<file path="config.mk">
export PLATFORM = sky130hd
export DESIGN_NAME = mem_port_arbiter_flat
export DESIGN_NICKNAME = d
export VERILOG_FILES = /design/src/rtl/mem_port_arbiter_if.sv /design/src/rtl/mem_port_arbiter.sv /design/src/flat_wrapper.sv
export SDC_FILE = /design/constraint.sdc
export NUM_CORES = 1
export LEC_CHECK = 0
export ABC_AREA = 1
export CORE_MARGIN = 5
export CORE_UTILIZATION = 40
export CTS_CLUSTER_DIAMETER = 150
export DETAILED_ROUTE_END_ITERATION = 6
export GPL_TIMING_DRIVEN = 0
export HOLD_SLACK_MARGIN = 0.08
export PLACE_DENSITY = 0.83
export SYNTH_ARGS = -nofsm -noshare
export SYNTH_HDL_FRONTEND = slang
export SYNTH_SLANG_ARGS = --single-unit
</file>
<file path="constraint.sdc">
create_clock -name CLK -period 2.7 [get_ports CLK]
set_clock_uncertainty 0.1 [all_clocks]
set_input_delay 0.54 -clock CLK [delete_from_list [all_inputs] [get_ports CLK]]
set_output_delay 0.54 -clock CLK [all_outputs]
set_load 0.02 [all_outputs]
</file>
<file path="src/rtl/mem_port_arbiter_if.sv">
// Signal bundle linking both requesters and the memory macro to mem_port_arbiter.
// The slave modport is the arbiter's view; master is the requesters/memory side.
interface mem_port_arbiter_if #(
    parameter int ADDR_W = 8,
    parameter int DATA_W = 8
);
    logic              req0;
    logic              we0;
    logic [ADDR_W-1:0] addr0;
    logic [DATA_W-1:0] wdata0;
    logic              gnt0;
    logic              rvalid0;

    logic              req1;
    logic              we1;
    logic [ADDR_W-1:0] addr1;
    logic [DATA_W-1:0] wdata1;
    logic              gnt1;
    logic              rvalid1;

    logic [DATA_W-1:0] rdata;
    logic              busy;

    logic              mem_en;
    logic              mem_we;
    logic [ADDR_W-1:0] mem_addr;
    logic [DATA_W-1:0] mem_wdata;
    logic [DATA_W-1:0] mem_rdata;

    modport slave (
        input  req0, we0, addr0, wdata0,
        input  req1, we1, addr1, wdata1,
        input  mem_rdata,
        output gnt0, rvalid0, gnt1, rvalid1,
        output rdata, busy,
        output mem_en, mem_we, mem_addr, mem_wdata
    );

    modport master (
        output req0, we0, addr0, wdata0,
        output req1, we1, addr1, wdata1,
        output mem_rdata,
        input  gnt0, rvalid0, gnt1, rvalid1,
        input  rdata, busy,
        input  mem_en, mem_we, mem_addr, mem_wdata
    );
endinterface

</file>
<file path="src/rtl/mem_port_arbiter.sv">
// Round-robin arbiter sharing one single-port memory between the CPU path (port 0)
// and the loader/debug port (port 1); one access in flight, fixed read latency.
module mem_port_arbiter #(
    parameter int ADDR_W  = 8,
    parameter int DATA_W  = 8,
    parameter int MEM_LAT = 1
) (
    input logic          CLK,
    input logic          CLB,
    mem_port_arbiter_if.slave bus
);

    if (MEM_LAT < 1 || MEM_LAT > 7) begin : gBadLatency
        $error("mem_port_arbiter: MEM_LAT must be within 1..7");
    end

    localparam logic [2:0] LAT = 3'(MEM_LAT);

    typedef enum logic [1:0] {
        IDLE,
        ISSUE,
        WAIT
    } stateT;

    stateT             state;
    logic              lastGnt;
    logic              owner;
    logic [2:0]        latCnt;

    logic              winner;
    logic              selWe;
    logic [ADDR_W-1:0] selAddr;
    logic [DATA_W-1:0] selWdata;

    always_comb begin
        // NOTE: every signal written here gets a default first, so no latch is inferred.
        winner = bus.req1;
        if (bus.req0 && bus.req1) winner = ~lastGnt;
        selWe    = winner ? bus.we1    : bus.we0;
        selAddr  = winner ? bus.addr1  : bus.addr0;
        selWdata = winner ? bus.wdata1 : bus.wdata0;
    end

    // NOTE: state and registered outputs use non-blocking assignments so every
    // register sees the pre-edge values of the others.
    always_ff @(posedge CLK or negedge CLB) begin
        if (!CLB) begin
            state         <= IDLE;
            lastGnt       <= 1'b1;
            owner         <= 1'b0;
            latCnt        <= 3'd0;
            bus.gnt0      <= 1'b0;
            bus.gnt1      <= 1'b0;
            bus.rvalid0   <= 1'b0;
            bus.rvalid1   <= 1'b0;
            bus.busy      <= 1'b0;
            bus.mem_en    <= 1'b0;
            bus.mem_we    <= 1'b0;
            bus.mem_addr  <= '0;
            bus.mem_wdata <= '0;
        end else begin
            case (state)
                IDLE: begin
                    if (bus.req0 || bus.req1) begin
                        state         <= ISSUE;
                        bus.busy      <= 1'b1;
                        bus.mem_en    <= 1'b1;
                        bus.mem_we    <= selWe;
                        bus.mem_addr  <= selAddr;
                        bus.mem_wdata <= selWdata;
                        bus.gnt0      <= ~winner;
                        bus.gnt1      <= winner;
                        lastGnt       <= winner;
                        owner         <= winner;
                    end
                end

                ISSUE: begin
                    bus.mem_en <= 1'b0;
                    bus.mem_we <= 1'b0;
                    bus.gnt0   <= 1'b0;
                    bus.gnt1   <= 1'b0;
                    if (bus.mem_we) begin
                        state    <= IDLE;
                        bus.busy <= 1'b0;
                    end else begin
                        state       <= WAIT;
                        latCnt      <= LAT;
                        // With a one-cycle memory the data is already due in the first WAIT cycle.
                        bus.rvalid0 <= (LAT == 3'd1) && !owner;
                        bus.rvalid1 <= (LAT == 3'd1) && owner;
                    end
                end

                WAIT: begin
                    latCnt <= latCnt - 3'd1;
                    if (latCnt == 3'd1) begin
                        state       <= IDLE;
                        bus.busy    <= 1'b0;
                        bus.rvalid0 <= 1'b0;
                        bus.rvalid1 <= 1'b0;
                    end else begin
                        bus.rvalid0 <= (latCnt == 3'd2) && !owner;
                        bus.rvalid1 <= (latCnt == 3'd2) && owner;
                    end
                end

                default: state <= IDLE;
            endcase
        end
    end

    assign bus.rdata = (bus.rvalid0 || bus.rvalid1) ? bus.mem_rdata : '0;

endmodule

</file>
<file path="src/flat_wrapper.sv">
// flat-port wrapper written by rule: the top's interface ports become plain ports
module mem_port_arbiter_flat 
#(
    parameter int ADDR_W  = 8,
    parameter int DATA_W  = 8,
    parameter int MEM_LAT = 1
)
  (CLK, CLB, bus_req0, bus_we0, bus_addr0, bus_wdata0, bus_req1, bus_we1, bus_addr1, bus_wdata1, bus_mem_rdata, bus_gnt0, bus_rvalid0, bus_gnt1, bus_rvalid1, bus_rdata, bus_busy, bus_mem_en, bus_mem_we, bus_mem_addr, bus_mem_wdata);
  mem_port_arbiter_if #(.ADDR_W(ADDR_W), .DATA_W(DATA_W)) bus_i ();
  input logic CLK;
  input logic CLB;
  input wire logic [$bits(bus_i.req0)-1:0] bus_req0;
  input wire logic [$bits(bus_i.we0)-1:0] bus_we0;
  input wire logic [$bits(bus_i.addr0)-1:0] bus_addr0;
  input wire logic [$bits(bus_i.wdata0)-1:0] bus_wdata0;
  input wire logic [$bits(bus_i.req1)-1:0] bus_req1;
  input wire logic [$bits(bus_i.we1)-1:0] bus_we1;
  input wire logic [$bits(bus_i.addr1)-1:0] bus_addr1;
  input wire logic [$bits(bus_i.wdata1)-1:0] bus_wdata1;
  input wire logic [$bits(bus_i.mem_rdata)-1:0] bus_mem_rdata;
  output wire logic [$bits(bus_i.gnt0)-1:0] bus_gnt0;
  output wire logic [$bits(bus_i.rvalid0)-1:0] bus_rvalid0;
  output wire logic [$bits(bus_i.gnt1)-1:0] bus_gnt1;
  output wire logic [$bits(bus_i.rvalid1)-1:0] bus_rvalid1;
  output wire logic [$bits(bus_i.rdata)-1:0] bus_rdata;
  output wire logic [$bits(bus_i.busy)-1:0] bus_busy;
  output wire logic [$bits(bus_i.mem_en)-1:0] bus_mem_en;
  output wire logic [$bits(bus_i.mem_we)-1:0] bus_mem_we;
  output wire logic [$bits(bus_i.mem_addr)-1:0] bus_mem_addr;
  output wire logic [$bits(bus_i.mem_wdata)-1:0] bus_mem_wdata;
  assign bus_i.req0 = bus_req0;
  assign bus_i.we0 = bus_we0;
  assign bus_i.addr0 = bus_addr0;
  assign bus_i.wdata0 = bus_wdata0;
  assign bus_i.req1 = bus_req1;
  assign bus_i.we1 = bus_we1;
  assign bus_i.addr1 = bus_addr1;
  assign bus_i.wdata1 = bus_wdata1;
  assign bus_i.mem_rdata = bus_mem_rdata;
  assign bus_gnt0 = bus_i.gnt0;
  assign bus_rvalid0 = bus_i.rvalid0;
  assign bus_gnt1 = bus_i.gnt1;
  assign bus_rvalid1 = bus_i.rvalid1;
  assign bus_rdata = bus_i.rdata;
  assign bus_busy = bus_i.busy;
  assign bus_mem_en = bus_i.mem_en;
  assign bus_mem_we = bus_i.mem_we;
  assign bus_mem_addr = bus_i.mem_addr;
  assign bus_mem_wdata = bus_i.mem_wdata;
  mem_port_arbiter #(.ADDR_W(ADDR_W), .DATA_W(DATA_W), .MEM_LAT(MEM_LAT)) u_core (.CLK(CLK), .CLB(CLB), .bus(bus_i));
endmodule
</file>
==> out/results.txt <==
status: finished, final reports clean
area share of the leading cell type in the synthesized netlist: 44.8%
R2R cell count: 6
grt ovf: 0
number of search-and-repair iterations in the first detailed-routing pass: 4
drt drc: 0
Hold Path Class: input pin to async pin
post-layout min period: 2410 ps
pin count of the biggest net entering global routing: 31
clock-pin slew on the worst setup and hold paths: 70 ps
buffer cell driving the clock tree root: clkbuf_8
count of cells resized by post-cts repair: 0
total nets after synthesis: 279
clk_lat worst skew: 280 ps
Tcrit/Tclk final: 89.2%
register area share after synthesis: 46.4%
commonest cells after routing, fill and taps aside: nand2_1, clkdlybuf4s50_1, dfrtp_1
library cell appearing most often on the critical path: clkdlybuf4s50_1
Routed Antenna Nets: 0
maximum fanout along the worst path: 1
TNS Setup: 0 ps
final hold slack: 189 ps
synth top area cells: dfrtp_1, nand2_1, ha_1, inv_1, nand3_1
summed instance area of the synthesized netlist: 0.00162 mm²
Distinct cells, synth: 19
final estimated routing congestion in global placement: 0.730
post-detailed-routing wire length: 4350 µm
upper clock frequency limit: 415 MHz
DR vias: 1611
Rows: 23
endpoints failing setup: 0
number of clock buffers inserted by TritonCTS: 5
wire per inst: 12.1 µm
TritonCTS clock tree: yes
global routing usage summed across all routing layers: 17.0%
worst setup path class: input pin to output port
cells along the critical path: clkdlybuf4s50_1 -> inv_1 -> nor2_1 -> clkdlybuf4s50_1
worst slew pin tran: 673 ps
Pleak: 1.33 nW
worst relative slew slack: 55.1%
Antenna Diode Count: 0
postcts setup bufs: 0
Final Hold Violating Endpoints: 0
critical-path cell with the highest stage delay: clkdlybuf4s50_1
initial cell density of the core: 40.8%
worst-case clock buffer depth: 2
vias in the first global route: 1574
ports placed on the boundary: 77
area enclosed by the die boundary: 0.00542 mm²
most common cell after layout, fill and taps aside: nand2_1
Mapped Cells: 226
Synth area leader: dfrtp_1
worst ir drop on vdd: 0.000447 V
Die Width: 73.6 µm
Critical Path Stages: 4
delay of the slowest cell on the worst path: 620 ps
Clock Sinks: 30
detailed placer's ending HPWL: 3300 µm
critical path launch point type: input pin
antenna violations before repair: 0
area delta synth->final: 57.3%
Die Y: 73.6 µm
number of max-cap violations: 0
RSZ-0062 raised after global routing: no
Critical path buffers and inverters: 3
CP top delay family: buffers and inverters
core outline area: 0.00397 mm²
arrival time of the worst setup path: 1770 ps
number of violations reported at the end of detailed-routing iteration 0: 65
Final Max Tran Viols: 0
H-tree depth: 2
average instance area after synthesis: 7.16 µm²
first-pass GRT wire length: 7060 µm
nets@finish: 362
buffers added on ports: 76
flip-flop and latch count after synthesis: 30
Post-CTS Hold Buffers: 0
average via count per standard cell: 4.48
number of warnings reported in the yosys synthesis log: 0
Pwr per Cell Area: 1070 mW/mm²
CP Data Required Time: 2060 ps
crit path capture type: output port
share of post-route cells with drive strength above 1: 6.45%
## synthesized netlist by cell type
library cell    n
inv_4           1
buf_6           1
xor2_1          1
o21ai_0         6
o21ai_2         2
nor2_1         12
buf_4           2
dfrtp_1        29
nand2_1       124
nand3_1        10
nand4_1         1
dfstp_2         1
a21oi_1         1
o21ai_1         3
ha_1            7
nand2_4         1
buf_2           2
inv_2           1
inv_1          21
## per-stage QoR
step | setup WS, ps | util, % | total power, mW | area, µm² | std cells
final | 292 | 64.1 | 2.73 | 2550 | 360
after global routing | 200 | 64.1 | 2.95 | 2550 | 360
after CTS | 291 | 64.3 | 2.76 | 2550 | 360
after detailed placement | 291 | 61.5 | 2.32 | 2440 | 352
after global placement | 335 | 61.5 | 2.28 | 2440 | 352
after floorplan | 1100 | - | 1.67 | 1620 | 226
## path summary, 6_finish.rpt
check | startpoint | to | slack (ps)
min reg2reg | u_core.lastGnt | u_core.lastGnt | 370
min | CLB | u_core.bus.busy | 190
max in group asynchronous | CLB | u_core.bus.mem_wdata[5] | 1870
max reg2reg | u_core.state[1] | u_core.bus.rvalid0 | 1120
min in group CLK | u_core.lastGnt | u_core.lastGnt | 370
max | bus_mem_rdata[5] | bus_rdata[5] | 290
## per-layer routing
layer  up-vias  part of all wire, %  global-route usage, %
met2        55                   49                   29.5
met5         -                    0                      0
li1        847                    -                      -
met3         6                  9.8                   7.80
met4         0                  1.1                   4.23
met1       703                   40                   18.8
## registers in the layout (all words and copies together), names as in the netlist
register	count
u_core.bus.rvalid0	1
u_core.state	2
u_core.bus.rvalid1	1
u_core.owner	1
u_core.bus.mem_addr	8
u_core.bus.mem_we	1
u_core.lastGnt	1
u_core.bus.mem_wdata	8
u_core.bus.busy	1
u_core.bus.mem_en	1
u_core.bus.gnt0	1
u_core.bus.gnt1	1
u_core.latCnt	3
## where the power goes
group	leakage, nW	internal, mW	switching, mW	total [mW]
sequential	0.373	0.671	0.125	0.796
clock	0.0575	0.257	0.169	0.426
combinational	0.895	0.653	0.852	1.51
total	1.33	1.58	1.15	2.73
## final cells by class
class	count	area (µm²)
Tap cell	50	62.6
Sequential cell	30	752
Timing Repair Buffer	76	756
Multi-Input combinational cell	168	742
Buffer	5	36.3
Clock buffer	8	110
Inverter	23	88.8
Fill cell	351	1420
## logic make-up after synthesis
logic type | Yosys count | share of synthesized area [%]
AND/OR/NAND/NOR | 148 | 35.7
flip-flops | 30 | 46.4
buffers and inverters | 28 | 7.73
XOR/XNOR | 1 | 0.541
AO/OA/AOI/OAI | 12 | 4.17
adder cells (fa/ha/maj) | 7 | 5.41
(Power assumes the default switching activity.)
==> RTL change 1, RTL diff (same settings) <==
`ADDR_W` is set to 8 in 3 places; all go to 9.
--- a/src/rtl/mem_port_arbiter_if.sv
+++ b/src/rtl/mem_port_arbiter_if.sv
@@ -1,7 +1,7 @@
 // Signal bundle linking both requesters and the memory macro to mem_port_arbiter.
 // The slave modport is the arbiter's view; master is the requesters/memory side.
 interface mem_port_arbiter_if #(
-    parameter int ADDR_W = 8,
+    parameter int ADDR_W = 9,
     parameter int DATA_W = 8
 );
     logic              req0;
--- a/src/rtl/mem_port_arbiter.sv
+++ b/src/rtl/mem_port_arbiter.sv
@@ -1,7 +1,7 @@
 // Round-robin arbiter sharing one single-port memory between the CPU path (port 0)
 // and the loader/debug port (port 1); one access in flight, fixed read latency.
 module mem_port_arbiter #(
-    parameter int ADDR_W  = 8,
+    parameter int ADDR_W  = 9,
     parameter int DATA_W  = 8,
     parameter int MEM_LAT = 1
 ) (
--- a/src/flat_wrapper.sv
+++ b/src/flat_wrapper.sv
@@ -1,7 +1,7 @@
 // flat-port wrapper written by rule: the top's interface ports become plain ports
 module mem_port_arbiter_flat 
 #(
-    parameter int ADDR_W  = 8,
+    parameter int ADDR_W  = 9,
     parameter int DATA_W  = 8,
     parameter int MEM_LAT = 1
 )
Interface: changed (resized bus_addr0, bus_addr1 and bus_mem_addr); port bits go from 77 to 80. No check against the original RTL was run, so the function may have changed too.
==> RTL change 1 against the original RTL <==
  * Worst setup slack improved by 20 ps
  * Wire length increased by 9.2%
  * Power increased by 4.7%
  * Synthesized cell count grew 3.1%
  * Sequential cell count increased by 1
  * Cell area rose by 6.3%
  * Cell count increased by 3.3%
  * Area after synthesis grew 6.6%
==> RTL change 1: results (changes against the original RTL) <==
<table>
<tr><th>Metric</th><th>Value</th></tr>
<tr><th colspan="2">Global routing</th></tr>
<tr><td>Largest net degree at the start of global routing</td><td>13 (was 31)</td></tr>
<tr><td>Grt met1 use</td><td>21.3% (was 18.8%)</td></tr>
<tr><td>Global-route wire length before repair</td><td>7.89 mm (was 7.06 mm)</td></tr>
<tr><th colspan="2">Synthesis</th></tr>
<tr><td>Area share of the leading cell type in the synthesized netlist</td><td>43.5% (was 44.8%)</td></tr>
<tr><td>Sequential cell area fraction in the yosys report</td><td>45.0% (was 46.4%)</td></tr>
<tr><td>Average footprint of a synthesized cell</td><td>7.41 um2 (was 7.16 um2)</td></tr>
<tr><td>Distinct cell type count of the synthesized netlist</td><td>21 (was 19)</td></tr>
<tr><td>Leading post-synthesis cells by cell area</td><td>dfrtp_1 (44%), nand2_1 (23%), nand3_1 (7.8%) (was dfrtp_1 (45%), nand2_1 (29%), ha_1 (5.4%))</td></tr>
<tr><td>Syn nets</td><td>288 (was 279)</td></tr>
<tr><th colspan="2">STA</th></tr>
<tr><td>Worst-case headroom to the max-slew limit</td><td>67.5% (was 55.1%)</td></tr>
<tr><th colspan="2">Placement</th></tr>
<tr><td>Placement-stage cell area</td><td>0.00261 mm2 (was 0.00244 mm2)</td></tr>
<tr><td>Final weighted congestion of routability-driven global placement</td><td>0.778 (was 0.730)</td></tr>
<tr><td>Number of port buffers</td><td>79 (was 76)</td></tr>
<tr><td>Detailed placer's ending HPWL</td><td>3.76 mm (was 3.30 mm)</td></tr>
<tr><td>Dpl cells</td><td>364 (was 352)</td></tr>
<tr><th colspan="2">Final layout</th></tr>
<tr><td>Number of fill cells in the layout</td><td>348 (was 351)</td></tr>
<tr><td>Number of standard cells in the layout, taps in and fillers out</td><td>372 (was 360)</td></tr>
<tr><td>Biggest registers after layout</td><td>u_core.bus.mem_addr x9, u_core.bus.mem_wdata x8, u_core.latCnt x3 (was u_core.bus.mem_addr x8, u_core.bus.mem_wdata x8, u_core.latCnt x3)</td></tr>
<tr><td>Layout cells sized above 1</td><td>7.76% (was 6.45%)</td></tr>
<tr><td>Area added between synthesis and finish</td><td>57.0% (was 57.3%)</td></tr>
<tr><td>Nets</td><td>376 (was 362)</td></tr>
<tr><th colspan="2">Detailed routing</th></tr>
<tr><td>Number of search-and-repair iterations in the first detailed-routing pass</td><td>5 (was 4)</td></tr>
<tr><td>Per-cell via count in the routed design</td><td>4.72 (was 4.48)</td></tr>
<tr><td>Routed wl met3</td><td>326 um (was 426 um)</td></tr>
<tr><th colspan="2">Status</th></tr>
<tr><td>Result of the run</td><td>completed (unchanged)</td></tr>
<tr><th colspan="2">Pwr</th></tr>
<tr><td>Internal power</td><td>1.63 mW (was 1.58 mW)</td></tr>
</table>
-- RTL change 1: cell types whose count changed after synthesis, sizes merged --
cell,unedited run,this run
o21ai,11,10
nor2,12,13
inv,23,21
nand3b,0,1
nand3,10,27
nand2,125,112
dfrtp,29,30
clkbuf,0,1
buf,5,7
-- RTL change 1: power groups by stage --
stage          Combinational (mW)  Clock, mW  Sequential (mW)
2_1_floorplan               0.736          0             1.02
3_3_place_gp                 1.57          0            0.830
3_5_place_dp                 1.62          0            0.836
4_1_cts                      1.64      0.402            0.835
5_1_grt                      1.79      0.432            0.863
6_report                     1.62      0.398            0.835
-- RTL change 1: cell type report --
type,instances,share of cell area [%]
Clock buffer,8,3.70
Sequential cell,31,28.7
Inverter,21,2.91
Multi-Input combinational cell,173,29.3
Buffer,8,2.77
Timing Repair Buffer,81,30.3
Tap cell,50,2.31
-- RTL change 1: worst paths after layout --
check                                                      to                   startpoint  depth (start not counted)
min reg2reg                       u_core.bus.busy$_DFFE_PN0P_  u_core.bus.busy$_DFFE_PN0P_                          2
min                               u_core.bus.busy$_DFFE_PN0P_  u_core.bus.busy$_DFFE_PN0P_                          2
max reg2reg                u_core.bus.mem_addr[7]$_DFFE_PN0P_  u_core.state[0]$_DFFE_PN0P_                          7
max in group asynchronous          u_core.lastGnt$_DFFE_PN1P_                          CLB                          3
min in group asynchronous      u_core.bus.rvalid1$_DFFE_PN0P_                          CLB                          1
max                                              bus_rdata[6]             bus_mem_rdata[6]                          4
-- RTL change 1: cell families after synthesis --
family          after synthesis  synth area share [%]
simple gates                154                  36.4
flops                        31                  45.0
buf+inv                      29                  8.92
compound gates               11                  4.06
fa+ha+maj                     7                  5.08
xor+xnor                      1                 0.508
